--- src/rtl/multicycle_control.sv ---
// Multi-cycle control FSM for the RISC-V simple datapath.
// Sequences each instruction through FETCH/DECODE/EXEC/MEM/WB over a shared
// memory port with a ready handshake. It also provides a memory-wait timeout,
// an illegal-opcode trap and a retired-instruction counter.
// Optional feature macro: MC_JUMP_EN (adds JAL support and drives jump).
//
// state  | meaning
// -------+-----------------------------------------------------------
// IDLE   | post-reset, moves to FETCH next cycle
// FETCH  | instruction read from PC, waits for mem_ready
// DECODE | opcode latched into op_q, legality check
// EXEC   | ALU operand/operation select, BEQ resolves here
// MEM    | data read (LW) or write (SW), waits for mem_ready
// WB     | register-file writeback
// TRAP   | absorbing error state (illegal opcode or timeout)

module multicycle_control #(
    parameter int ALU_OP_W    = 2,
    parameter int MEM_TIMEOUT = 15,
    parameter int CNT_W       = 32
) (
    input  logic                clk,
    input  logic                rst,
    input  logic [6:0]          opcode,
    input  logic                mem_ready,
    output logic                mem_read,
    output logic                mem_write,
    output logic                mem_addr_src,
    output logic                ir_write,
    output logic                pc_write,
    output logic                branch,
    output logic                jump,
    output logic                alu_src,
    output logic [ALU_OP_W-1:0] alu_op,
    output logic                reg_write,
    output logic                mem_to_reg,
    output logic                busy,
    output logic                illegal,
    output logic                timeout,
    output logic [CNT_W-1:0]    instr_count
);

    typedef enum logic [2:0] {
        S_IDLE   = 3'd0,
        S_FETCH  = 3'd1,
        S_DECODE = 3'd2,
        S_EXEC   = 3'd3,
        S_MEM    = 3'd4,
        S_WB     = 3'd5,
        S_TRAP   = 3'd6
    } state_t;

    localparam logic [6:0] OP_R   = 7'b0110011;
    localparam logic [6:0] OP_LW  = 7'b0000011;
    localparam logic [6:0] OP_SW  = 7'b0100011;
    localparam logic [6:0] OP_BEQ = 7'b1100011;
    localparam logic [6:0] OP_I   = 7'b0010011;
`ifdef MC_JUMP_EN
    localparam logic [6:0] OP_JAL = 7'b1101111;
`endif

    localparam logic [ALU_OP_W-1:0] ALU_ADD   = '0;
    localparam logic [ALU_OP_W-1:0] ALU_SUB   = ALU_OP_W'(1);
    localparam logic [ALU_OP_W-1:0] ALU_FUNCT = ALU_OP_W'(2);

    // wait_cnt holds the number of wait cycles already seen; the cycle that
    // would make it reach MEM_TIMEOUT (with mem_ready still low) traps.
    localparam int  WAIT_W      = (MEM_TIMEOUT > 1) ? $clog2(MEM_TIMEOUT) : 1;
    localparam int  WAIT_LAST_I = (MEM_TIMEOUT > 0) ? MEM_TIMEOUT - 1 : 0;
    localparam logic TO_EN      = (MEM_TIMEOUT != 0);
    localparam logic [WAIT_W-1:0] WAIT_LAST = WAIT_LAST_I[WAIT_W-1:0];
    localparam logic [WAIT_W-1:0] WAIT_ONE  = WAIT_W'(1);
    localparam logic [CNT_W-1:0]  CNT_ONE   = CNT_W'(1);

    state_t            state;
    state_t            state_n;
    logic [6:0]        op_q;
    logic [WAIT_W-1:0] wait_cnt;
    logic              wait_hit;
    logic              set_illegal;
    logic              set_timeout;
    logic              retire;

    function automatic logic op_supported(input logic [6:0] op);
        case (op)
            OP_R, OP_LW, OP_SW, OP_BEQ, OP_I: op_supported = 1'b1;
`ifdef MC_JUMP_EN
            OP_JAL:                           op_supported = 1'b1;
`endif
            default:                          op_supported = 1'b0;
        endcase
    endfunction

    assign wait_hit = TO_EN && !mem_ready && (wait_cnt == WAIT_LAST);

    // State register plus opcode latch, wait counter, sticky flags, retire count.
    always_ff @(posedge clk or posedge rst) begin
        if (rst) begin
            state       <= S_IDLE;
            op_q        <= '0;
            wait_cnt    <= '0;
            illegal     <= 1'b0;
            timeout     <= 1'b0;
            instr_count <= '0;
        end else begin
            state <= state_n;
            if (state == S_DECODE) begin
                op_q <= opcode;
            end
            if ((state_n != state) && ((state_n == S_FETCH) || (state_n == S_MEM))) begin
                wait_cnt <= '0;
            end else if (TO_EN && ((state == S_FETCH) || (state == S_MEM)) && !mem_ready) begin
                wait_cnt <= wait_cnt + WAIT_ONE;
            end
            if (set_illegal) begin
                illegal <= 1'b1;
            end
            if (set_timeout) begin
                timeout <= 1'b1;
            end
            if (retire) begin
                instr_count <= instr_count + CNT_ONE;
            end
        end
    end

    // Next-state logic with trap and retire qualifiers.
    always_comb begin
        state_n     = state;
        set_illegal = 1'b0;
        set_timeout = 1'b0;
        retire      = 1'b0;
        case (state)
            S_IDLE: state_n = S_FETCH;
            S_FETCH: begin
                if (mem_ready) begin
                    state_n = S_DECODE;
                end else if (wait_hit) begin
                    state_n     = S_TRAP;
                    set_timeout = 1'b1;
                end
            end
            S_DECODE: begin
                if (op_supported(opcode)) begin
                    state_n = S_EXEC;
                end else begin
                    state_n     = S_TRAP;
                    set_illegal = 1'b1;
                end
            end
            S_EXEC: begin
                case (op_q)
                    OP_R, OP_I:   state_n = S_WB;
                    OP_LW, OP_SW: state_n = S_MEM;
                    OP_BEQ: begin
                        state_n = S_FETCH;
                        retire  = 1'b1;
                    end
`ifdef MC_JUMP_EN
                    OP_JAL:       state_n = S_WB;
`endif
                    default:      state_n = S_TRAP;
                endcase
            end
            S_MEM: begin
                if (mem_ready) begin
                    if (op_q == OP_LW) begin
                        state_n = S_WB;
                    end else begin
                        state_n = S_FETCH;
                        retire  = 1'b1;
                    end
                end else if (wait_hit) begin
                    state_n     = S_TRAP;
                    set_timeout = 1'b1;
                end
            end
            S_WB: begin
                state_n = S_FETCH;
                retire  = 1'b1;
            end
            S_TRAP:  state_n = S_TRAP;
            default: state_n = S_IDLE;
        endcase
    end

    // Datapath controls decoded from state, op_q and mem_ready.
    always_comb begin
        mem_read     = 1'b0;
        mem_write    = 1'b0;
        mem_addr_src = 1'b0;
        ir_write     = 1'b0;
        pc_write     = 1'b0;
        branch       = 1'b0;
        jump         = 1'b0;
        alu_src      = 1'b0;
        alu_op       = ALU_ADD;
        reg_write    = 1'b0;
        mem_to_reg   = 1'b0;
        busy         = (state != S_IDLE) && (state != S_TRAP);
        case (state)
            S_FETCH: begin
                mem_read = 1'b1;
                if (mem_ready) begin
                    ir_write = 1'b1;
                    pc_write = 1'b1;
                end
            end
            S_EXEC: begin
                case (op_q)
                    OP_R: alu_op = ALU_FUNCT;
                    OP_I: begin
                        alu_src = 1'b1;
                        alu_op  = ALU_FUNCT;
                    end
                    OP_LW, OP_SW: alu_src = 1'b1;
                    OP_BEQ: begin
                        alu_op = ALU_SUB;
                        branch = 1'b1;
                    end
`ifdef MC_JUMP_EN
                    OP_JAL: jump = 1'b1;
`endif
                    default: ;
                endcase
            end
            S_MEM: begin
                mem_addr_src = 1'b1;
                mem_read     = (op_q == OP_LW);
                mem_write    = (op_q == OP_SW);
            end
            S_WB: begin
                reg_write  = 1'b1;
                mem_to_reg = (op_q == OP_LW);
            end
            default: ;
        endcase
    end

endmodule
--- config.mk ---
export PLATFORM = sky130hd
export DESIGN_NAME = multicycle_control
export DESIGN_NICKNAME = d
export VERILOG_FILES = /design/src/rtl/multicycle_control.sv
export SDC_FILE = /design/constraint.sdc
export NUM_CORES = 1
export LEC_CHECK = 0
export CAP_MARGIN = 20
export CORE_ASPECT_RATIO = 1.2
export CORE_MARGIN = 2
export CORE_UTILIZATION = 51
export CTS_CLUSTER_SIZE = 16
export DETAILED_ROUTE_END_ITERATION = 7
export PLACE_DENSITY = 0.84
export SYNTH_ARGS = -nofsm -noshare
export SYNTH_HDL_FRONTEND = slang
export SYNTH_SLANG_ARGS = --single-unit
--- constraint.sdc ---
create_clock -name clk -period 2.3 [get_ports clk]
set_input_delay 0.345 -clock clk [delete_from_list [all_inputs] [get_ports clk]]
set_output_delay 0.345 -clock clk [all_outputs]
set_load 0.05 [all_outputs]
==> results of run 1 <==
==> worst min-delay path by stage <==
| stage | cells after the start | end | slack (ns) | start |
|---|---|---|---|---|
| floorplan | 1 | op_q[1]$_DFFE_PP0N_ | 0.49 | op_q[1]$_DFFE_PP0N_ |
| global placement | 1 | timeout$_DFFE_PP0P_ | 0.45 | timeout$_DFFE_PP0P_ |
| detailed placement | 1 | timeout$_DFFE_PP0P_ | 0.45 | timeout$_DFFE_PP0P_ |
| CTS | 1 | timeout$_DFFE_PP0P_ | 0.47 | timeout$_DFFE_PP0P_ |
| global route | 1 | timeout$_DFFE_PP0P_ | 0.48 | timeout$_DFFE_PP0P_ |
| finish | 1 | timeout$_DFFE_PP0P_ | 0.46 | timeout$_DFFE_PP0P_ |
==> worst max-delay path, cell delays in order (launching register included) <==
cell,delay (ns)
sky130_fd_sc_hd__dfrtp_1,0.40
sky130_fd_sc_hd__or4bb_1,0.59
sky130_fd_sc_hd__nor3_4,0.24
sky130_fd_sc_hd__a21boi_4,0.23
sky130_fd_sc_hd__buf_12,0.15
==> what timing repair did <==
action,4_1_cts,5_1_grt
resized for setup,2,1
pin swaps,1,1
setup endpoints to repair,2,1
cloned,0,0
buffers inserted,0,1
==> Yosys cell counts, types with 2 or more instances <==
cell type	count	area (µm²)
sky130_fd_sc_hd__nand3_1	8	40.0
sky130_fd_sc_hd__xnor2_1	22	193
sky130_fd_sc_hd__xor2_1	12	105
sky130_fd_sc_hd__or3_1	2	12.5
sky130_fd_sc_hd__buf_4	4	30.0
sky130_fd_sc_hd__o21ai_1	2	10.0
sky130_fd_sc_hd__nor4_2	2	25.0
sky130_fd_sc_hd__nand2_1	22	82.6
sky130_fd_sc_hd__nor3_1	8	40.0
sky130_fd_sc_hd__inv_1	7	26.3
sky130_fd_sc_hd__a21oi_1	5	25.0
sky130_fd_sc_hd__nand4_1	12	75.1
sky130_fd_sc_hd__nor2_1	12	45.0
sky130_fd_sc_hd__buf_6	2	22.5
sky130_fd_sc_hd__and4_1	3	26.3
sky130_fd_sc_hd__dfrtp_1	48	1200
sky130_fd_sc_hd__and3_1	2	12.5
sky130_fd_sc_hd__and2_1	5	31.3
sky130_fd_sc_hd__ha_1	3	37.5
sky130_fd_sc_hd__or2_1	2	12.5
sky130_fd_sc_hd__mux2_2	7	78.8
sky130_fd_sc_hd__nor3_2	4	40.0
sky130_fd_sc_hd__nor2b_1	3	18.8
sky130_fd_sc_hd__a211oi_2	2	25.0
sky130_fd_sc_hd__nand2b_1	3	18.8
sky130_fd_sc_hd__a211oi_1	2	15.0
sky130_fd_sc_hd__o21ai_0	2	10.0
sky130_fd_sc_hd__nand3b_1	2	15.0
==> layout make-up <==
cell class	instances	area [µm²]	share of cell area (%)
multi-input cells	177	1350	38.9
flip-flops and latches	48	1200	34.7
well taps	60	75.1	2.17
inverters	7	26.3	0.758
clock buffers	5	68.8	1.99
repair buffers	66	703	20.3
clock inverters	3	42.5	1.23
==> power breakdown <==
| group | internal (W) | switching (W) |
|---|---|---|
| combinational | 0.000681 | 0.000899 |
| sequential | 0.00101 | 0.000213 |
| clock | 0.000322 | 0.000280 |
| total | 0.00201 | 0.00139 |
==> layout by cell type, fill, tap and decap left out, types with 5 or more instances in the layout <==
cell | Yosys | routed
sky130_fd_sc_hd__nor2_1 | 12 | 12
sky130_fd_sc_hd__buf_12 | 0 | 8
sky130_fd_sc_hd__buf_4 | 4 | 15
sky130_fd_sc_hd__dfrtp_1 | 48 | 48
sky130_fd_sc_hd__mux2_2 | 7 | 7
sky130_fd_sc_hd__nand4_1 | 12 | 12
sky130_fd_sc_hd__clkbuf_8 | 0 | 5
sky130_fd_sc_hd__and2_1 | 5 | 5
sky130_fd_sc_hd__xor2_1 | 12 | 12
sky130_fd_sc_hd__xnor2_1 | 22 | 22
sky130_fd_sc_hd__nor3_2 | 4 | 5
sky130_fd_sc_hd__nor3_1 | 8 | 6
sky130_fd_sc_hd__nand2_1 | 22 | 22
sky130_fd_sc_hd__a21oi_1 | 5 | 5
sky130_fd_sc_hd__nand3_1 | 8 | 8
sky130_fd_sc_hd__inv_1 | 7 | 6
sky130_fd_sc_hd__clkdlybuf4s50_1 | 0 | 43
==> routing by layer <==
metal	routed length (µm)	vias up	share of wire, %	track usage (%)
met5	0	-	0	0
met1	2320	985	42	22.4
met4	56	0	1.0	7.06
met2	2870	56	52	35.5
li1	-	970	-	-
met3	265	6	4.8	4.25
==> sequential cells by signal, summed over array words and instances, names as in the netlist <==
register,flops
illegal,1
instr_count,32
op_q,7
state,3
timeout,1
wait_cnt,4
==> kinds of logic (layout without fill, tap and decap cells) <==
| kind of cell | after synthesis | after routing | share of synthesized area (%) |
|---|---|---|---|
| adder cells (fa/ha/maj) | 3 | 3 | 1.43 |
| buffers and inverters | 16 | 81 | 4.05 |
| AO/OA/AOI/OAI | 27 | 27 | 9.95 |
| multiplexers | 8 | 8 | 3.43 |
| flip-flops | 48 | 48 | 45.7 |
| XOR/XNOR | 34 | 34 | 11.3 |
| other | 1 | 1 | 0.143 |
| AND/OR/NAND/NOR | 104 | 104 | 24.0 |
==> metrics by stage <==
step | utilization, % | hold WS, ns | cell area, µm² | instances | setup TNS, ns
floorplan | - | 0.485 | 2640 | 241 | 0
global placement | 67.4 | 0.453 | 3330 | 357 | 0
detailed placement | 67.4 | 0.452 | 3330 | 357 | -0.0985
CTS | 69.9 | 0.472 | 3450 | 365 | 0
global route | 70.2 | 0.484 | 3470 | 366 | -0.0117
finish | 70.2 | 0.465 | 3470 | 366 | 0
==> impl_metrics.xml, run 1 <==
<?xml version="1.0" encoding="UTF-8"?>
<metrics>
  <group name="clocking">
    <metric name="cts_inserted_buffers" unit="">5</metric>
    <metric name="clockBufferDepth" unit="">2</metric>
    <metric name="cts.sink_count" unit="">48</metric>
    <metric name="clock_latency_reported_for_the_late_side_of_the_worst_skew_pair" unit="ns">0.30</metric>
    <metric name="tritoncts" unit="">built</metric>
    <metric name="clk_root_buffer_cell" unit="">sky130_fd_sc_hd__clkbuf_8</metric>
    <metric name="cts_hold_buf" unit="">0</metric>
    <metric name="cts.htree.levels" unit="">2</metric>
    <metric name="clk_pin_slew" unit="ns">0.09</metric>
  </group>
  <group name="critical_path">
    <metric name="critPathRequiredTime" unit="ns">1.96</metric>
    <metric name="worstPathArrival" unit="ns">1.90</metric>
    <metric name="crit_end" unit="">alu_src</metric>
    <metric name="r2r.worst_path.cells" unit="">6</metric>
    <metric name="timing.reg2reg.setup_slack" unit="ns">0.16</metric>
    <metric name="regToRegEndpoint" unit="">instr_count[11]$_DFFE_PP0P_</metric>
    <metric name="startpoint_type" unit="">flop</metric>
    <metric name="worstSetupStartpoint" unit="">op_q[2]$_DFFE_PP0N_</metric>
    <metric name="crit_path_max_fanout" unit="">3</metric>
    <metric name="worst_setup_path_end_kind" unit="">output pin</metric>
    <metric name="timing.rr.start" unit="">op_q[4]$_DFFE_PP0N_</metric>
    <metric name="critPathKind" unit="">reg2out</metric>
  </group>
  <group name="placement">
    <metric name="gp_congestion" unit="">0.831</metric>
    <metric name="detailed_place_hpwl" unit="mm">3.98</metric>
    <metric name="io_buffers" unit="">55</metric>
    <metric name="place_ws" unit="ns">-0.0281</metric>
  </group>
  <group name="logic_synthesis">
    <metric name="synth_sequential_area_ratio" unit="%">45.7</metric>
    <metric name="synthDistinctLibCells" unit="">61</metric>
    <metric name="synth_enable_flop_cells" unit="">0</metric>
    <metric name="ys_seq_elements" unit="">48</metric>
    <metric name="synth_area_per_inst" unit="µm²">10.9</metric>
    <metric name="dominantRegCellSynth" unit="">sky130_fd_sc_hd__dfrtp_1</metric>
    <metric name="postSynth.asyncResetShare" unit="%">100</metric>
    <metric name="syn-instance-count" unit="">241</metric>
    <metric name="syn_area" unit="µm²">2630</metric>
    <metric name="yosys_warning_count" unit="">0</metric>
    <metric name="postSynthNetCount" unit="">254</metric>
  </group>
  <group name="routing">
    <metric name="via_count" unit="">2017</metric>
    <metric name="detail_route.vias_per_cell" unit="">5.51</metric>
    <metric name="drt-wirelength-per-cell" unit="µm">15.0</metric>
    <metric name="drc_errors" unit="">0</metric>
    <metric name="totalWireLength" unit="mm">5.51</metric>
    <metric name="post_detailed_route_count_of_antenna_violating_nets" unit="">0</metric>
    <metric name="detailedRoute.firstPassIterationCount" unit="">4</metric>
    <metric name="1st_iter_drt_viols" unit="">61</metric>
  </group>
  <group name="cells_and_area">
    <metric name="design.final.nets" unit="">318</metric>
    <metric name="drive_above_1_share" unit="%">21.6</metric>
    <metric name="areaGrowthSynthToFinish" unit="%">31.8</metric>
    <metric name="insertedDiodeCount" unit="">0</metric>
    <metric name="fillCellCount" unit="">358</metric>
  </group>
  <group name="sta">
    <metric name="finalClockSkew" unit="ns">0.00620</metric>
    <metric name="timing_max_transition_violations_final" unit="">0</metric>
    <metric name="max_slew_margin" unit="%">61.0</metric>
    <metric name="final_cycle_utilization_of_the_critical_path" unit="%">97.7</metric>
    <metric name="final_report_hold_violation_count" unit="">0</metric>
    <metric name="finalSetupViolations" unit="">0</metric>
    <metric name="layout_setup_ws" unit="ns">0.0529</metric>
    <metric name="fmaxAchievable" unit="MHz">445</metric>
    <metric name="max_slew.worst_pin.slew" unit="ns">0.584</metric>
    <metric name="finalWorstPathRequiredPeriod" unit="ns">2.25</metric>
  </group>
  <group name="floorplanning">
    <metric name="die_extent_in_x" unit="µm">69.5</metric>
    <metric name="core_region_area" unit="µm²">4940</metric>
    <metric name="dieArea" unit="µm²">5750</metric>
    <metric name="die_h" unit="µm">82.6</metric>
    <metric name="std_cell_rows" unit="">28</metric>
    <metric name="initial_core_utilization" unit="%">53.2</metric>
    <metric name="floorplan.io_pins" unit="">57</metric>
  </group>
  <group name="power_and_ir_drop">
    <metric name="power-per-cell-area" unit="nW/µm²">982</metric>
    <metric name="power" unit="W">0.00341</metric>
    <metric name="static-leakage-power" unit="nW">1.47</metric>
    <metric name="highest_ir_drop_seen_on_vdd" unit="V">0.000544</metric>
  </group>
  <group name="min_path">
    <metric name="worstHoldPathType" unit="">reg2reg</metric>
  </group>
  <group name="global_routing">
    <metric name="global_route.overflow_total" unit="">0</metric>
    <metric name="antenna_found_initial" unit="">0</metric>
    <metric name="grt_max_degree" unit="">49</metric>
    <metric name="grt_use_total" unit="%">19.3</metric>
    <metric name="grt_pass1_wl" unit="mm">8.74</metric>
    <metric name="first_global_vias" unit="">1925</metric>
  </group>
  <group name="flow_run">
    <metric name="maxCapViolations" unit="">0</metric>
  </group>
  <group name="run_status">
    <metric name="outcome" unit="">completed</metric>
  </group>
</metrics>
Power figures use the tool's default switching activity.
==> run 2, diff against run 1 <==
CELL_PAD_IN_SITES_DETAIL_PLACEMENT = 0   (was unset)
CELL_PAD_IN_SITES_GLOBAL_PLACEMENT = 1   (was unset)
CORE_UTILIZATION = 39   (was 51)
HOLD_SLACK_MARGIN = 0.03   (was unset)
PLACE_DENSITY = 0.83   (was 0.84)
SKIP_CTS_REPAIR_TIMING = 1   (was unset)
==> impl_metrics.xml, run 2 (synthesized netlist as in run 1, its figures left out) <==
<?xml version="1.0" encoding="UTF-8"?>
<metrics>
  <group name="run_status">
    <metric name="outcome" unit="">completed</metric>
  </group>
  <group name="critical_path">
    <metric name="worstPathArrival" unit="ns">1.83</metric>
    <metric name="crit_path_top_delay_cell" unit="">sky130_fd_sc_hd__or4bb_1</metric>
    <metric name="worst_setup_path_end_kind" unit="">output pin</metric>
    <metric name="critPathKind" unit="">reg2out</metric>
    <metric name="timing.rr.start" unit="">op_q[3]$_DFFE_PP0N_</metric>
    <metric name="crit_path_max_fanout" unit="">3</metric>
    <metric name="worst-path-buf-inv" unit="">1</metric>
    <metric name="regToRegEndpoint" unit="">instr_count[27]$_DFFE_PP0P_</metric>
    <metric name="timing.critical_path.max_delay_family" unit="">simple AND/OR/NAND/NOR gates</metric>
    <metric name="startpoint_type" unit="">flop</metric>
    <metric name="r2r.worst_path.cells" unit="">6</metric>
    <metric name="timing.reg2reg.setup_slack" unit="ns">0.18</metric>
    <metric name="critPathRequiredTime" unit="ns">1.96</metric>
    <metric name="cp_cell_sequence" unit="">or4bb_1 &gt; nor3_4 &gt; a21boi_2 &gt; buf_12</metric>
    <metric name="timing.critical_path.slowest_cell_delay" unit="ns">0.58</metric>
  </group>
  <group name="power_and_ir_drop">
    <metric name="share_clk_of_total_power" unit="%">17.5</metric>
    <metric name="static-leakage-power" unit="nW">1.49</metric>
    <metric name="power-per-cell-area" unit="nW/µm²">971</metric>
    <metric name="highest_ir_drop_seen_on_vdd" unit="V">0.000657</metric>
    <metric name="net-switching-power" unit="W">0.00138</metric>
    <metric name="p_int" unit="W">0.00203</metric>
    <metric name="power" unit="W">0.00341</metric>
    <metric name="switching_share" unit="%">40.5</metric>
    <metric name="power_frac_comb" unit="%">47.3</metric>
    <metric name="share_seq_of_total_power" unit="%">35.2</metric>
  </group>
  <group name="clocking">
    <metric name="clock_latency_reported_for_the_late_side_of_the_worst_skew_pair" unit="ns">0.29</metric>
    <metric name="clockBufferDepth" unit="">2</metric>
    <metric name="cts.htree.levels" unit="">2</metric>
    <metric name="cts.sink_count" unit="">48</metric>
    <metric name="clk_root_buffer_cell" unit="">sky130_fd_sc_hd__clkbuf_8</metric>
    <metric name="cts_inserted_buffers" unit="">5</metric>
    <metric name="tritoncts" unit="">built</metric>
    <metric name="clk_pin_slew" unit="ns">0.09</metric>
  </group>
  <group name="global_routing">
    <metric name="grt_pass1_wl" unit="mm">9.52</metric>
    <metric name="global_route.overflow_total" unit="">0</metric>
    <metric name="grt_use_total" unit="%">16.3</metric>
    <metric name="grt_max_degree" unit="">49</metric>
    <metric name="first_global_vias" unit="">2024</metric>
    <metric name="antenna_found_initial" unit="">0</metric>
  </group>
  <group name="sta">
    <metric name="layout_setup_ws" unit="ns">0.125</metric>
    <metric name="timing_max_transition_violations_final" unit="">0</metric>
    <metric name="finalClockSkew" unit="ns">0.0106</metric>
    <metric name="finalSetupViolations" unit="">0</metric>
    <metric name="max_slew.worst_pin.slew" unit="ns">0.505</metric>
    <metric name="finalWorstPathRequiredPeriod" unit="ns">2.18</metric>
    <metric name="grt_setup_unrepaired" unit="">no</metric>
    <metric name="max_slew_margin" unit="%">66.3</metric>
    <metric name="final_cycle_utilization_of_the_critical_path" unit="%">94.6</metric>
    <metric name="fmaxAchievable" unit="MHz">460</metric>
    <metric name="final_report_hold_violation_count" unit="">0</metric>
  </group>
  <group name="routing">
    <metric name="detail_route.vias_per_cell" unit="">5.23</metric>
    <metric name="1st_iter_drt_viols" unit="">48</metric>
    <metric name="drt-wirelength-per-cell" unit="µm">14.4</metric>
    <metric name="totalWireLength" unit="mm">5.66</metric>
    <metric name="detailedRoute.firstPassIterationCount" unit="">4</metric>
    <metric name="drc_errors" unit="">0</metric>
    <metric name="post_detailed_route_count_of_antenna_violating_nets" unit="">0</metric>
    <metric name="via_count" unit="">2054</metric>
  </group>
  <group name="placement">
    <metric name="gp_congestion" unit="">0.908</metric>
    <metric name="detailed_place_hpwl" unit="mm">4.16</metric>
    <metric name="place_ws" unit="ns">-0.00232</metric>
    <metric name="io_buffers" unit="">55</metric>
  </group>
  <group name="cells_and_area">
    <metric name="areaGrowthSynthToFinish" unit="%">33.7</metric>
    <metric name="reg.largest.list" unit="">instr_count x32, op_q x7, wait_cnt x4</metric>
    <metric name="drive_above_1_share" unit="%">21.8</metric>
    <metric name="layout_common_cells" unit="">sky130_fd_sc_hd__dfrtp_1, sky130_fd_sc_hd__clkdlybuf4s50_1, sky130_fd_sc_hd__nand2_1, sky130_fd_sc_hd__xnor2_1, sky130_fd_sc_hd__buf_4</metric>
    <metric name="largest_register_ffs" unit="">32</metric>
    <metric name="top_register" unit="">instr_count</metric>
    <metric name="mostFrequentLayoutCell" unit="">sky130_fd_sc_hd__dfrtp_1</metric>
    <metric name="insertedDiodeCount" unit="">0</metric>
    <metric name="design.final.nets" unit="">320</metric>
  </group>
  <group name="min_path">
    <metric name="worstHoldPathType" unit="">in2async</metric>
  </group>
  <group name="flow_run">
    <metric name="maxCapViolations" unit="">0</metric>
  </group>
  <group name="floorplanning">
    <metric name="initial_core_utilization" unit="%">40.5</metric>
    <metric name="core_region_area" unit="µm²">6490</metric>
    <metric name="std_cell_rows" unit="">32</metric>
    <metric name="floorplan.io_pins" unit="">57</metric>
    <metric name="die_extent_in_x" unit="µm">78.9</metric>
    <metric name="die_h" unit="µm">93.9</metric>
    <metric name="dieArea" unit="µm²">7420</metric>
  </group>
</metrics>
## run 2: power groups by stage
| stage | registers, W | clock network [W] | logic (W) |
|---|---|---|---|
| 4_1_cts | 0.00119 | 0.000617 | 0.00161 |
| 5_1_grt | 0.00123 | 0.000651 | 0.00173 |
| 3_5_place_dp | 0.00121 | 0 | 0.00161 |
| 3_3_place_gp | 0.00121 | 0 | 0.00160 |
| 6_report | 0.00120 | 0.000595 | 0.00161 |
| 2_1_floorplan | 0.00134 | 0 | 0.00105 |
## run 2: worst min-delay path: stages
cell	delay, ns
sky130_fd_sc_hd__clkdlybuf4s50_1	0.41
sky130_fd_sc_hd__inv_2	0.07
sky130_fd_sc_hd__buf_12	0.24
## run 2: cell type report
class                   instances  area, µm²
well taps                      85        106
fillers                       605       2970
clock inverters                 2       35.0
clock buffers                   6       72.6
multi-input cells             177       1340
flip-flops and latches         48       1200
repair buffers                 68        731
inverters                       7       26.3
## run 2: layer usage
| metal | wire length, µm | part of all wire (%) | GRT usage, % | vias to the layer above |
|---|---|---|---|---|
| li1 | - | - | - | 974 |
| met1 | 2500 | 44 | 20.7 | 1015 |
| met2 | 2860 | 51 | 28.1 | 57 |
| met3 | 215 | 3.8 | 2.88 | 8 |
| met4 | 82 | 1.4 | 5.32 | 0 |
| met5 | 0 | 0 | 0 | - |
## run 2: stage by stage
step                      cells  hold slack, ns  TNS (ns)  utilization, %  cell area, µm²
after CTS                   392           0.412    -0.113            53.9            3500
after global routing        393           0.437         0            54.2            3510
after global placement      384           0.439         0            52.2            3390
after detailed placement    384           0.449  -0.00450            52.2            3390
after floorplan             241           0.485         0               -            2640
final                       393           0.399         0            54.2            3510
## run 2: worst max-delay path by stage
stage	depth (start not counted)	from	slack, ns	to
floorplan	3	op_q[2]$_DFFE_PP0N_	0.03	alu_src
global placement	7	mem_ready	0.03	wait_cnt[2]$_DFFE_PP0P_
detailed placement	7	mem_ready	-0.002	wait_cnt[2]$_DFFE_PP0P_
CTS	4	op_q[2]$_DFFE_PP0N_	-0.11	alu_src
global route	6	op_q[3]$_DFFE_PP0N_	0.02	instr_count[27]$_DFFE_PP0P_
finish	4	op_q[2]$_DFFE_PP0N_	0.12	alu_src
==> run 3, diff against run 2 <==
SETUP_SLACK_MARGIN = 0.4   (was unset)
clock period = 2.5 ns   (was 2.3 ns; I/O delays follow)
==> impl_metrics.xml, run 3 (synthesized netlist as in run 1, its figures left out) <==
<?xml version="1.0" encoding="UTF-8"?>
<metrics>
  <group name="min_path">
    <metric name="timing.hold.worst_endpoint" unit="">instr_count[31]$_DFFE_PP0P_</metric>
    <metric name="hold_depth" unit="">1</metric>
    <metric name="min_from" unit="">instr_count[31]$_DFFE_PP0P_</metric>
    <metric name="worstHoldPathType" unit="">reg2reg</metric>
  </group>
  <group name="sta">
    <metric name="timing_max_transition_violations_final" unit="">0</metric>
    <metric name="final_cycle_utilization_of_the_critical_path" unit="%">86.7</metric>
    <metric name="max_slew.worst_pin.slew" unit="ns">0.746</metric>
    <metric name="finalSetupViolations" unit="">0</metric>
    <metric name="finalClockSkew" unit="ns">0.0104</metric>
    <metric name="max_slew_margin" unit="%">50.2</metric>
    <metric name="grt_setup_unrepaired" unit="">yes</metric>
    <metric name="layout_setup_ws" unit="ns">0.332</metric>
    <metric name="final_report_hold_violation_count" unit="">0</metric>
    <metric name="setup_tns" unit="ns">0</metric>
    <metric name="fmaxAchievable" unit="MHz">461</metric>
    <metric name="finalWorstPathRequiredPeriod" unit="ns">2.17</metric>
  </group>
  <group name="cells_and_area">
    <metric name="seqCellArea" unit="µm²">1200</metric>
    <metric name="design.final.nets" unit="">325</metric>
    <metric name="fillCellCount" unit="">605</metric>
    <metric name="layout_common_cells" unit="">sky130_fd_sc_hd__dfrtp_1, sky130_fd_sc_hd__clkdlybuf4s50_1, sky130_fd_sc_hd__buf_4</metric>
    <metric name="largest_register_ffs" unit="">32</metric>
    <metric name="final_core_utilization" unit="%">54.8</metric>
    <metric name="drive_above_1_share" unit="%">24.6</metric>
    <metric name="area_of_the_multi_input_gates" unit="µm²">1390</metric>
    <metric name="areaGrowthSynthToFinish" unit="%">35.1</metric>
    <metric name="mostFrequentLayoutCell" unit="">sky130_fd_sc_hd__dfrtp_1</metric>
    <metric name="final_design_area_no_fill" unit="µm²">3550</metric>
    <metric name="post_layout_nonfiller_instances" unit="">398</metric>
    <metric name="insertedDiodeCount" unit="">0</metric>
    <metric name="reg.largest.list" unit="">instr_count x32, op_q x7, wait_cnt x4</metric>
    <metric name="top_register" unit="">instr_count</metric>
  </group>
  <group name="global_routing">
    <metric name="first_global_vias" unit="">2080</metric>
    <metric name="grt_pass1_wl" unit="mm">9.63</metric>
    <metric name="grt_use_total" unit="%">16.3</metric>
    <metric name="groute.layer.met3.usage" unit="%">3.27</metric>
    <metric name="grt_max_degree" unit="">38</metric>
    <metric name="top_usage_layer" unit="">met2</metric>
    <metric name="met2_usage" unit="%">29.1</metric>
    <metric name="met1_usage" unit="%">20.3</metric>
    <metric name="global_route.overflow_total" unit="">0</metric>
    <metric name="antenna_found_initial" unit="">0</metric>
  </group>
  <group name="power_and_ir_drop">
    <metric name="highest_ir_drop_seen_on_vdd" unit="V">0.000489</metric>
    <metric name="static-leakage-power" unit="nW">1.53</metric>
    <metric name="power-per-cell-area" unit="nW/µm²">908</metric>
  </group>
  <group name="clocking">
    <metric name="clock_latency_reported_for_the_late_side_of_the_worst_skew_pair" unit="ns">0.29</metric>
    <metric name="clockBufferDepth" unit="">2</metric>
    <metric name="tritoncts" unit="">built</metric>
    <metric name="clk_pin_slew" unit="ns">0.09</metric>
    <metric name="cts_inserted_buffers" unit="">5</metric>
    <metric name="clk_root_buffer_cell" unit="">sky130_fd_sc_hd__clkbuf_8</metric>
    <metric name="cts.sink_count" unit="">48</metric>
    <metric name="cts.htree.levels" unit="">2</metric>
  </group>
  <group name="routing">
    <metric name="1st_iter_drt_viols" unit="">66</metric>
    <metric name="drc_errors" unit="">0</metric>
    <metric name="via_count" unit="">2037</metric>
    <metric name="detail_route.vias_per_cell" unit="">5.12</metric>
    <metric name="totalWireLength" unit="mm">5.84</metric>
    <metric name="post_detailed_route_count_of_antenna_violating_nets" unit="">0</metric>
    <metric name="detailedRoute.firstPassIterationCount" unit="">4</metric>
    <metric name="drt-wirelength-per-cell" unit="µm">14.7</metric>
  </group>
  <group name="critical_path">
    <metric name="worstPathArrival" unit="ns">1.79</metric>
    <metric name="worst_setup_path_end_kind" unit="">output pin</metric>
    <metric name="startpoint_type" unit="">flop</metric>
    <metric name="regToRegEndpoint" unit="">wait_cnt[0]$_DFFE_PP0P_</metric>
    <metric name="crit_path_max_fanout" unit="">3</metric>
    <metric name="timing.reg2reg.setup_slack" unit="ns">0.51</metric>
    <metric name="r2r.worst_path.cells" unit="">8</metric>
    <metric name="critPathKind" unit="">reg2out</metric>
    <metric name="timing.rr.start" unit="">state[1]$_DFF_PP0_</metric>
    <metric name="critPathRequiredTime" unit="ns">2.12</metric>
  </group>
  <group name="floorplanning">
    <metric name="dieArea" unit="µm²">7420</metric>
    <metric name="die_extent_in_x" unit="µm">78.9</metric>
    <metric name="floorplan.io_pins" unit="">57</metric>
    <metric name="core_region_area" unit="µm²">6490</metric>
    <metric name="die_h" unit="µm">93.9</metric>
    <metric name="std_cell_rows" unit="">32</metric>
    <metric name="initial_core_utilization" unit="%">40.5</metric>
  </group>
  <group name="placement">
    <metric name="gp_congestion" unit="">0.926</metric>
    <metric name="detailed_place_hpwl" unit="mm">4.37</metric>
    <metric name="io_buffers" unit="">55</metric>
    <metric name="place_ws" unit="ns">0.110</metric>
    <metric name="post-place-cells" unit="">384</metric>
    <metric name="placement.cell_area" unit="µm²">3350</metric>
  </group>
  <group name="run_status">
    <metric name="outcome" unit="">completed</metric>
  </group>
  <group name="flow_run">
    <metric name="maxCapViolations" unit="">0</metric>
  </group>
</metrics>
-- run 3: cell count changes in the layout (fill, tap and decap cells not counted), moves of 2 or more --
cell                             before  now
sky130_fd_sc_hd__buf_12               9    4
sky130_fd_sc_hd__dfrtp_2              0    2
sky130_fd_sc_hd__dlymetal6s2s_1       0    2
sky130_fd_sc_hd__buf_4               16   24
sky130_fd_sc_hd__nor3_2               5    3
sky130_fd_sc_hd__nor3_4               1    3
sky130_fd_sc_hd__dfrtp_1             48   46
-- run 3: through the flow --
step	hold slack, ns	total power (W)
global route	0.484	0.00343
global placement	0.457	0.00258
detailed placement	0.462	0.00259
floorplan	0.485	0.00222
finish	0.476	0.00323
CTS	0.477	0.00314
-- run 3: cell type report --
cell class / instances / share of cell area, %
clock buffers: 6 / 2.04
repair buffers: 73 / 20.1
well taps: 85 / 2.99
inverters: 7 / 0.740
multi-input cells: 177 / 39.2
clock inverters: 2 / 0.986
flip-flops and latches: 48 / 33.9
-- run 3: worst max-delay path by stage --
stage                              end                start  cells after the start
2_1_floorplan                mem_write   state[2]$_DFF_PP0_                      4
3_3_place_gp   wait_cnt[0]$_DFFE_PP0P_            mem_ready                      7
3_5_place_dp   wait_cnt[0]$_DFFE_PP0P_            mem_ready                      7
4_1_cts                           busy   state[2]$_DFF_PP0_                      3
5_1_grt                        alu_src  op_q[2]$_DFFE_PP0N_                      4
6_report                       alu_src  op_q[2]$_DFFE_PP0N_                      4
-- run 3: worst max-delay path: stages (launching register included) --
cell	delay [ns]
sky130_fd_sc_hd__dfrtp_1	0.40
sky130_fd_sc_hd__or4bb_4	0.57
sky130_fd_sc_hd__nor3_4	0.16
sky130_fd_sc_hd__a21boi_4	0.22
sky130_fd_sc_hd__buf_12	0.15
-- run 3: layer usage --
| metal | wire [µm] | part of all wire (%) | vias to the layer above |
|---|---|---|---|
| met3 | 235 | 4.0 | 4 |
| met1 | 2520 | 43 | 997 |
| met4 | 44 | 0.75 | 0 |
| met5 | 0 | 0 | - |
| li1 | - | - | 984 |
| met2 | 3040 | 52 | 52 |
-- run 3: where the power goes --
part | leakage (nW) | switching, W | total (W) | internal, W
combinational | 0.851 | 0.000878 | 0.00157 | 0.000688
sequential | 0.623 | 0.000186 | 0.00112 | 0.000933
clock | 0.0552 | 0.000244 | 0.000541 | 0.000297
total | 1.53 | 0.00131 | 0.00323 | 0.00192
